$ cat config.mk
export PLATFORM = sky130hd
export DESIGN_NAME = reindeer_instruction_queue
export DESIGN_NICKNAME = d
export VERILOG_FILES = /design/src/rtl/reindeer_instruction_queue.sv
export SDC_FILE = /design/constraint.sdc
export NUM_CORES = 1
export LEC_CHECK = 0
export ABC_AREA = 1
export CAP_MARGIN = 25
export CELL_PAD_IN_SITES_DETAIL_PLACEMENT = 1
export CELL_PAD_IN_SITES_GLOBAL_PLACEMENT = 1
export CORE_UTILIZATION = 44
export DETAILED_ROUTE_END_ITERATION = 12
export MAX_ROUTING_LAYER = met4
export PLACE_DENSITY_LB_ADDON = 0.2
export SLEW_MARGIN = 20
export SYNTH_ARGS = -nofsm -noshare
export SYNTH_HDL_FRONTEND = slang
export SYNTH_SLANG_ARGS = --single-unit
$ cat constraint.sdc
create_clock -name clk -period 7.6 [get_ports clk]
set_input_delay 1.52 -clock clk [delete_from_list [all_inputs] [get_ports clk]]
set_output_delay 1.52 -clock clk [all_outputs]
set_load 0.05 [all_outputs]
$ cat src/rtl/reindeer_instruction_queue.sv
// Fetch-to-decode decoupling FIFO: captures fetched {IR, PC}, hands the head to
// decode over valid/ready, and issues credit-limited fetch_next requests.
module reindeer_instruction_queue #(
  parameter int DEPTH           = 4,
  parameter int PTR_BITS        = 2,
  parameter int MAX_OUTSTANDING = 1,
  parameter int XLEN            = 32,
  parameter int PC_BITWIDTH     = 32
) (
  input  logic                   clk,
  input  logic                   reset_n,
  input  logic                   sync_reset,
  input  logic                   flush,
  input  logic                   halt_req,
  output logic                   halt_ack,
  input  logic                   fetch_enable_in,
  input  logic [XLEN-1:0]        IR_in,
  input  logic [PC_BITWIDTH-1:0] PC_in,
  output logic                   fetch_next_out,
  output logic                   valid_out,
  output logic [XLEN-1:0]        IR_out,
  output logic [PC_BITWIDTH-1:0] PC_out,
  input  logic                   deq_ready,
  output logic [PTR_BITS:0]      count_out,
  output logic                   overflow_err
);

  localparam int CNT_W = PTR_BITS + 1;

  localparam logic [1:0] ST_IDLE    = 2'd0;
  localparam logic [1:0] ST_RUN     = 2'd1;
  localparam logic [1:0] ST_HALTING = 2'd2;
  localparam logic [1:0] ST_HALTED  = 2'd3;

  localparam logic [CNT_W-1:0] DEPTH_C   = CNT_W'(DEPTH);
  localparam logic [CNT_W-1:0] MAX_OUT_C = CNT_W'(MAX_OUTSTANDING);

  logic [1:0]             state_q,  state_d;
  logic [PTR_BITS-1:0]    rd_ptr_q, rd_ptr_d;
  logic [PTR_BITS-1:0]    wr_ptr_q, wr_ptr_d;
  logic [CNT_W-1:0]       count_q,  count_d;
  logic [CNT_W-1:0]       outst_q,  outst_d;
  logic                   ovf_q,    ovf_d;
  logic [XLEN-1:0]        ir_mem_q [DEPTH];
  logic [PC_BITWIDTH-1:0] pc_mem_q [DEPTH];

  logic                   deq_s;
  logic                   resp_s;
  logic                   full_s;
  logic                   enq_s;
  logic [CNT_W:0]         credit_s;
  logic                   fetch_next_s;

  // Handshake qualification and credit check; credit counts a same-cycle dequeue as freed.
  always_comb begin
    deq_s        = (count_q != '0) && deq_ready;
    resp_s       = fetch_enable_in && (state_q != ST_IDLE) && !flush;
    full_s       = (count_q == DEPTH_C);
    enq_s        = resp_s && (!full_s || deq_s);
    credit_s     = {1'b0, count_q - CNT_W'(deq_s)} + {1'b0, outst_q};
    fetch_next_s = (state_q == ST_RUN) && !flush && !sync_reset && !halt_req &&
                   (outst_q < MAX_OUT_C) && (credit_s < {1'b0, DEPTH_C});
  end

  // Next-state for pointers, occupancy, outstanding credits, error flag and FSM.
  always_comb begin
    state_d  = state_q;
    rd_ptr_d = rd_ptr_q;
    wr_ptr_d = wr_ptr_q;
    count_d  = count_q;
    outst_d  = outst_q;
    ovf_d    = ovf_q;
    if (flush) begin
      // The fetch stage issues the redirect read itself, so one read is already in flight.
      state_d  = ST_RUN;
      rd_ptr_d = '0;
      wr_ptr_d = '0;
      count_d  = '0;
      outst_d  = CNT_W'(1);
    end else begin
      if (deq_s) begin
        rd_ptr_d = rd_ptr_q + PTR_BITS'(1);
      end else begin
        rd_ptr_d = rd_ptr_q;
      end
      if (enq_s) begin
        wr_ptr_d = wr_ptr_q + PTR_BITS'(1);
      end else begin
        wr_ptr_d = wr_ptr_q;
      end
      count_d = count_q + CNT_W'(enq_s) - CNT_W'(deq_s);
      if (resp_s && full_s && !deq_s) begin
        ovf_d = 1'b1;
      end else begin
        ovf_d = ovf_q;
      end
      case ({fetch_next_s, resp_s && (outst_q != '0)})
        2'b10:   outst_d = outst_q + CNT_W'(1);
        2'b01:   outst_d = outst_q - CNT_W'(1);
        default: outst_d = outst_q;
      endcase
      case (state_q)
        ST_IDLE: state_d = ST_IDLE;
        ST_RUN: begin
          if (halt_req) begin
            state_d = ST_HALTING;
          end else begin
            state_d = ST_RUN;
          end
        end
        ST_HALTING: begin
          if (!halt_req) begin
            state_d = ST_RUN;
          end else if (outst_q == '0) begin
            state_d = ST_HALTED;
          end else begin
            state_d = ST_HALTING;
          end
        end
        ST_HALTED: begin
          if (!halt_req) begin
            state_d = ST_RUN;
          end else begin
            state_d = ST_HALTED;
          end
        end
        default: state_d = ST_IDLE;
      endcase
    end
  end

  // Control state registers with async and synchronous reset.
  always_ff @(posedge clk or negedge reset_n) begin
    if (!reset_n) begin
      state_q  <= ST_IDLE;
      rd_ptr_q <= '0;
      wr_ptr_q <= '0;
      count_q  <= '0;
      outst_q  <= '0;
      ovf_q    <= 1'b0;
    end else if (sync_reset) begin
      state_q  <= ST_IDLE;
      rd_ptr_q <= '0;
      wr_ptr_q <= '0;
      count_q  <= '0;
      outst_q  <= '0;
      ovf_q    <= 1'b0;
    end else begin
      state_q  <= state_d;
      rd_ptr_q <= rd_ptr_d;
      wr_ptr_q <= wr_ptr_d;
      count_q  <= count_d;
      outst_q  <= outst_d;
      ovf_q    <= ovf_d;
    end
  end

  // Entry storage; contents need no reset because the head is masked while empty.
  always_ff @(posedge clk) begin
    if (enq_s && !sync_reset) begin
      ir_mem_q[wr_ptr_q] <= IR_in;
      pc_mem_q[wr_ptr_q] <= PC_in;
    end
  end

  // Head presentation and status, all derived from registered state.
  always_comb begin
    valid_out      = (count_q != '0);
    count_out      = count_q;
    overflow_err   = ovf_q;
    halt_ack       = (state_q == ST_HALTED) && (outst_q == '0);
    fetch_next_out = fetch_next_s;
    if (count_q != '0) begin
      IR_out = ir_mem_q[rd_ptr_q];
      PC_out = pc_mem_q[rd_ptr_q];
    end else begin
      IR_out = '0;
      PC_out = '0;
    end
  end

endmodule

==> run summary, run 1 <==
Of all cell types, the one taking the most synthesized area is sky130_fd_sc_hd__edfxtp_1. In this run the critical register-to-register path is launched from count_out[1]$_DFF_PN0_. Once detail routing completed, the nets flagged for antenna violations numbered 0. The maximum clock rate is 170 MHz. The overall routed net length came out at 24800 microns. Routability-driven placement finished with a final weighted congestion of 0.774. The primary flip-flop cell chosen by synthesis mapping is sky130_fd_sc_hd__edfxtp_1. STA classifies the critical path endpoint as an output pin. The initial core utilization came out at 45.2%. The region available for standard cell placement spans 24500 sq um. For this run, the detailed router's first-pass iteration total came to 4. CTS placed an instance of sky130_fd_sc_hd__clkbuf_16 at the clock tree root. The worst hold path belongs to the class reg2reg. 0 antenna diodes ended up in the layout. Relative to the synthesized area, the layout overhead comes to 23.7%. The aggregate global routing overflow came out at 0. The final cycle utilization of the critical path is 77.3%. By count the netlist is led by sky130_fd_sc_hd__nand2_1 (288), sky130_fd_sc_hd__edfxtp_1 (256), sky130_fd_sc_hd__nor2_1 (149).

The routed design uses 1040 microns of met3 wire. The HPWL reported at the end of detailed placement came out at 14000 microns. The endpoint of the worst register-to-register path is outst_q[2]$_DFFE_PN0P_. The synthesized design contains 256 enable-type register cells. The later pin in the worst-skew pair is clocked with a latency of 0.54 ns. The max-slew violation count was 0.

The largest fanout of any net on the critical path is 3. The switching power share of the total came out at 21.3%. From left edge to right edge, the die measures 160 microns.

For this design the total switching power over the nets is 0.688 mW. The number of cell instances on the worst register-to-register path is 18. No sink is reached through more buffers than the 3 on the longest clock path. The count of placed standard cells including taps came out at 1380. The global routing usage summed across all routing layers is 20.3%. Clock-pin slew was measured on the worst setup and hold paths at 0.05 ns. After synthesis the cells add up to 11000 sq um.

The total vias in the final route is 7251. The number of input and output port buffers inserted is 141. The number of DRC markers after the initial detailed-route iteration is 426.

The clock network accounts for 43.0% of the total power. Across the VDD grid, the largest voltage drop is 197 uV. The total DRC errors in the routed layout came out at 0. The routed via count divided by cell count came out at 5.05. The synthesized net count came out at 1042. The count of hold-fix buffers inserted at cts came out at 0. The CTS tree is done. The cell area power density came out at 237 nW/um^2. The site row count came out at 57. The path with the worst hold slack has its endpoint at overflow_err$_DFFE_PN0P_. The total leakage power is 5.09 nW. The transition at the pin with the smallest max-transition slack is 1.01 ns. The mean cell area of the mapped netlist came out at 11.6 sq um. The internal power of the cells totals 2.55 mW. The via count of the first global-routing pass came out at 7733. The synthesized design devotes to its leading area cell type 69.6% of total area. The critical path is of the in2out type. CTS built an H-tree with a depth of 1. The cell count of the worst hold path is 2. During synthesis, Yosys emitted a total of 0 warnings. The worst-case headroom to the max-slew limit came out at 32.4%. The library cell with the highest instance count after synthesis is sky130_fd_sc_hd__nand2_1.

After synthesis the netlist holds a flip-flop and latch count of 269. The detailed router used layers up to and including met4. The required time at the endpoint of the critical path came out at 6.08 ns.

The final net count came out at 1175. Setup repair after global routing left no endpoint under its margin. In this run, CTS created clock tree buffers numbering 29. After synthesis, the cell types taking the most area are sky130_fd_sc_hd__edfxtp_1 (70%), sky130_fd_sc_hd__nand2_1 (9.8%), sky130_fd_sc_hd__nor2_1 (5.1%). The die is 160 microns tall. The overall die area is 25800 sq um. The largest net degree at the start of global routing came out at 106. Synthesis produced 956 cells. The number of antenna violations at the first check in global routing is 0. The synthesized netlist contains 23 unique library cells.

The run finished with clean final reports. In the final routing, the length of wire on met1 measures 10800 microns. The setup slack of the worst register-to-register path is 4.33 ns. The final standard cell count with taps included and fillers excluded is 1435. The number of primary I/O pins came out at 142. Setup violations remaining at the end of the flow were counted as 0. Summed over all nets, wire length on met2 after detailed routing comes to 12500 microns.

The global-route wire length before repair came out at 39800 microns. Max-cap violations in this run came to 0. The source of the worst hold timing path is overflow_err$_DFFE_PN0P_.

The post-CTS repair timing setup buffer count came out at 0. The shortest period the worst path allows came out at 5.88 ns. The proportion of synthesized chip area in sequential cells is 72.5%. The share of total power in sequential cells is 50.7%. The share of cells above drive strength 1 came out at 6.03%. The critical path startpoint category is a primary input. At the worst endpoint, the arrival time is 4.36 ns. Between clock sinks in the finished design, the worst skew comes to 0.0197 ns.

The final sum of negative setup slack came out at 0 ns. The layout has 2544 filler cells. The number of hold-slack violations in the final timing report is 0.

The mean routed wirelength per cell came out at 17.3 microns. The post-CTS resize count is 0. In the synthesized netlist the async set-or-reset flop fraction comes to 4.83%.

The part of the power in combinational logic came out at 6.3%. The clock net sink count came out at 269.
[layer usage]
| metal | global-route usage, % | vias up |
|---|---|---|
| met1 | 24.3 | 3574 |
| met4 | 5.11 | 0 |
| li1 | - | 3506 |
| met5 | - | - |
| met3 | 2.87 | 35 |
| met2 | 35.9 | 136 |
[layout make-up]
cell class                 count  area, sq um  area share, %
sequential                   269         8020           58.7
timing repair buffer         153         1530           11.2
tap                          324          405           2.97
clock inverter                15          161           1.18
clock buffer                  38          800           5.85
inverter                      32          125          0.915
multi-input combinational    604         2630           19.3
[worst max-delay path by stage]
stage                    from                  endpoint  slack [ns]
global route        deq_ready            fetch_next_out        1.53
CTS                 deq_ready            fetch_next_out        1.70
finish              deq_ready            fetch_next_out        1.72
global placement    deq_ready            fetch_next_out        1.79
detailed placement  deq_ready            fetch_next_out        1.75
floorplan               flush  ir_mem_q[0][0]$_DFFE_PP_        0.71
[flip-flops by register name, summed over array words and instances (netlist names)]
signal	cells
count_out	3
ir_mem_q	128
outst_q	3
overflow_err	1
pc_mem_q	128
rd_ptr_q	2
state_q	2
wr_ptr_q	2
[cell usage in the layout, fill, tap and decap left out, drive strengths merged]
cell type      instances
nand2                288
edfxtp               256
nor2                 149
clkdlybuf4s50        141
a21oi                 67
o21ai                 65
clkbuf                38
inv                   33
ha                    14
dfrtp                 13
buf                   12
nand3                  8
clkinv                 7
nor3                   7
clkinvlp               4
bufinv                 3
xor2                   2
nor3b                  1
a31o                   1
xnor2                  1
fa                     1
[logic make-up after synthesis]
| kind of cell | after synthesis | synth area share (%) |
|---|---|---|
| flip-flops | 269 | 72.5 |
| XOR/XNOR | 3 | 0.238 |
| AO/OA/AOI/OAI | 133 | 6.06 |
| buffers and inverters | 83 | 3.83 |
| AND/OR/NAND/NOR | 453 | 15.6 |
| adder cells (fa/ha/maj) | 15 | 1.77 |
[stage by stage]
stage / area (sq um) / util [%] / worst slack (ns) / hold slack [ns] / total power, mW
6_report: 13700 / 55.9 / 1.72 / 0.542 / 3.24
4_1_cts: 13600 / 55.7 / 1.70 / 0.550 / 3.27
3_5_place_dp: 12700 / 51.8 / 1.75 / 0.541 / 1.88
3_3_place_gp: 12700 / 51.8 / 1.79 / 0.530 / 1.87
5_1_grt: 13700 / 55.9 / 1.53 / 0.576 / 3.34
2_1_floorplan: 11000 / - / 0.708 / 0.498 / 1.78
[power by group through the flow]
stage / Sequential, mW / Combinational (mW) / Clock (mW)
after CTS: 1.64 / 0.208 / 1.43
final: 1.64 / 0.205 / 1.39
after global placement: 1.67 / 0.202 / 0
after floorplan: 1.67 / 0.106 / 0
after global routing: 1.64 / 0.221 / 1.48
after detailed placement: 1.67 / 0.207 / 0
[critical path: stages]
cell and delay [ns]:
sky130_fd_sc_hd__clkdlybuf4s50_1 0.51, sky130_fd_sc_hd__nand2_1 0.11, sky130_fd_sc_hd__inv_1 0.12, sky130_fd_sc_hd__ha_1 0.17
sky130_fd_sc_hd__ha_1 0.15, sky130_fd_sc_hd__xor2_1 0.17, sky130_fd_sc_hd__ha_1 0.25, sky130_fd_sc_hd__nor2_1 0.10
sky130_fd_sc_hd__nand2_1 0.06, sky130_fd_sc_hd__nor3_1 0.32, sky130_fd_sc_hd__clkdlybuf4s50_1 0.87
Note: power is estimated with default switching activity, not from simulation.
==> run 2, diff against run 1 <==
--- a/config.mk
+++ b/config.mk
@@ -9,7 +9,7 @@
 export CAP_MARGIN = 25
 export CELL_PAD_IN_SITES_DETAIL_PLACEMENT = 1
 export CELL_PAD_IN_SITES_GLOBAL_PLACEMENT = 1
-export CORE_UTILIZATION = 44
+export CORE_UTILIZATION = 40
 export DETAILED_ROUTE_END_ITERATION = 12
 export MAX_ROUTING_LAYER = met4
 export PLACE_DENSITY_LB_ADDON = 0.2
==> constraint.sdc (replaced) <==
create_clock -name clk -period 4.9 [get_ports clk]
set_input_delay 0.98 -clock clk [delete_from_list [all_inputs] [get_ports clk]]
set_output_delay 0.98 -clock clk [all_outputs]
set_load 0.05 [all_outputs]
==> run summary, run 2 (synthesis gave the netlist of run 1 again) <==
The flow ran to the end, and the final reports show no timing, DRC or antenna violations. The H-tree depth came out at 1. The layout has 2840 filler cells. The critical path is of the reg2out type. The via count of the first global-routing pass came to 7482. The number of hold-slack violations in the final timing report came to 0. Once placement completed, the tool counted placed cells totaling 1406.

At the end of routability-driven placement, the weighted congestion stood at 0.792. The number of DRC markers after the initial detailed-route iteration came out at 373. The detail route stage leaves a number of antenna-violating nets equal to 0. The worst-case headroom to the max-slew limit came out at 35.5%. The final standard cell count with taps included and fillers excluded came out at 1457. Derived from the worst setup path, the maximum achievable clock frequency is 242 MHz. The max-slew violation count is 0. The area inside the core boundary is 27000 sq um.

The data arrival at the endpoint of the critical path is 3.16 ns. The first TritonRoute pass finished after 5 iterations. For this configuration, the core starts out at a cell density of 40.9%.

Buffers added to address setup during post-CTS repair amount to 0. The first global-routing pass estimated 39800 microns of wire. The post-CTS resize count came out at 0. Setup repair after global routing left no endpoint under its margin. The aggregate global routing overflow is 0. The die covers 28300 sq um. TritonCTS built the clock tree. The library cells used most frequently in the layout, excluding fill and tap cells, are sky130_fd_sc_hd__nand2_1 (288), sky130_fd_sc_hd__edfxtp_1 (256), sky130_fd_sc_hd__nor2_1 (149). The number of primary I/O pins came out at 142.

In this run the cell area measured after placement is 12800 sq um. The routed via count divided by cell count is 4.99. Subtracting the final worst setup slack from the clock period gives 4.14 ns. The tree is rooted in a sky130_fd_sc_hd__clkbuf_16.

The number of input and output port buffers inserted came out at 141. The synthesis-to-layout area growth came out at 24.2%. In this run the worst hold path is classified as reg2reg. With fillers left out, the area of the finished cells amounts to 13700 sq um. The maximum cell stage delay along the critical path is 0.83 ns. In the final design database the tool counted 1182 nets. The slowest stage of the critical path belongs to the cell sky130_fd_sc_hd__clkdlybuf4s50_1. The worst slack at placement came out at 0.835 ns. The cell area power density is 357 nW/um^2. The worst hold slack across all endpoints came out at 0.539 ns. Entering global routing, the biggest net connects 86 pins. The wire-length estimate of the detail-placed layout is 14700 microns. The floorplan step set the die height to 168 microns. The final setup skew came out at 0.0244 ns. The number of antenna violations at the first check in global routing was 1. The floorplan step set the die width to 168 microns.

The final sum of negative setup slack came out at 0 ns. The clock slew seen by the registers of the worst setup and hold paths came out at 0.06 ns. VDD sags by at most 256 uV. The global routing usage summed across all routing layers is 18.6%. The library cell used most frequently in the layout, excluding fill and tap cells, is sky130_fd_sc_hd__nand2_1. STA classifies the critical path startpoint as a flop. The mean routed wirelength per cell is 17.3 microns. The total leakage power is 5.12 nW. The transition at the pin with the smallest max-transition slack is 0.962 ns. STA puts the critical path data required time at 3.92 ns. The final critical path takes up 84.5% of the cycle. The largest fanout of any net on the critical path is 85. The total vias in the final route came out at 7270. The total DRC errors in the routed layout is 0. TritonCTS created 29 clock buffers.

For this block, the routed nets add up to 25300 microns of wire. The clock net sink count came out at 269. Summing internal, switching and leakage power gives 4.90 mW.

The largest registers in the layout are ir_mem_q (128), pc_mem_q (128). The signal on the critical path passes through inv_4 -> buf_4 -> nand2_1 -> a21oi_1 -> clkdlybuf4s50_1. The maximum number of buffers from clock root to sink is 3. In the post-route analysis, the smallest setup slack over all paths is 0.760 ns.

The number of hold buffers added after CTS was 0. The share of cells above drive strength 1 is 6.10%. The kind of capture point of the worst setup path is an output pin. The max-cap violation count came out at 0. The clock latency of the later-clocked register in the worst-skew pair is 0.54 ns. The utilization of the core after routing is 50.8%.

The total of endpoints with negative setup slack in the final report is 0. The site row count is 60.
-- run 2: cell types whose count changed in the layout (fill, tap and decap cells not counted), sizes merged --
cell           previous run  this run
inv                      33        32
diode                     0         1
clkdlybuf4s50           141       140
clkbuf                   38        41
clkinvlp                  4         1
buf                      12        20
bufinv                    3         1
-- run 2: layer usage --
metal  up-vias  routed length, microns  GRT usage (%)
met1      3572                   10900           22.7
met3        28                    1100           2.70
li1       3517                       -              -
met5         -                       0              -
met4         0                     462           4.23
met2       153                   12800           32.7
-- run 2: worst max-delay path: cells and delay by family, from the launching register on --
family          cells  cell delay (ns)
compound gates      1             0.19
simple gates        1             0.08
flops               1             0.42
buf+inv             3             1.86
-- run 2: worst paths after layout --
| path | start | end | slack (ns) | cells past startpoint |
|---|---|---|---|---|
| max | rd_ptr_q[1]$_DFFE_PN0P_ | PC_out[24] | 0.76 | 5 |
| min | overflow_err$_DFFE_PN0P_ | overflow_err$_DFFE_PN0P_ | 0.54 | 2 |
| max reg2reg | count_out[1]$_DFF_PN0_ | outst_q[2]$_DFFE_PN0P_ | 1.87 | 18 |
| min reg2reg | overflow_err$_DFFE_PN0P_ | overflow_err$_DFFE_PN0P_ | 0.54 | 2 |
| max in group asynchronous | reset_n | rd_ptr_q[0]$_DFFE_PN0P_ | 3.60 | 1 |
| min in group asynchronous | reset_n | outst_q[2]$_DFFE_PN0P_ | 0.83 | 1 |
-- run 2: where the power goes --
group          internal, mW  total (mW)  switching, mW  leakage [nW]
sequential             2.53        2.54        0.00719          2.48
combinational         0.119       0.325          0.206          2.20
clock                  1.22        2.03          0.818         0.438
-- run 2: area by class of cell --
cell class	count	area [sq um]	share of cell area, %
sequential	269	8020	58.4
clock inverter	9	66.3	0.483
clock buffer	41	831	6.05
multi-input combinational	604	2630	19.2
inverter	32	125	0.911
timing repair buffer	160	1630	11.8
tap	341	427	3.11
antenna	1	2.50	0.0182
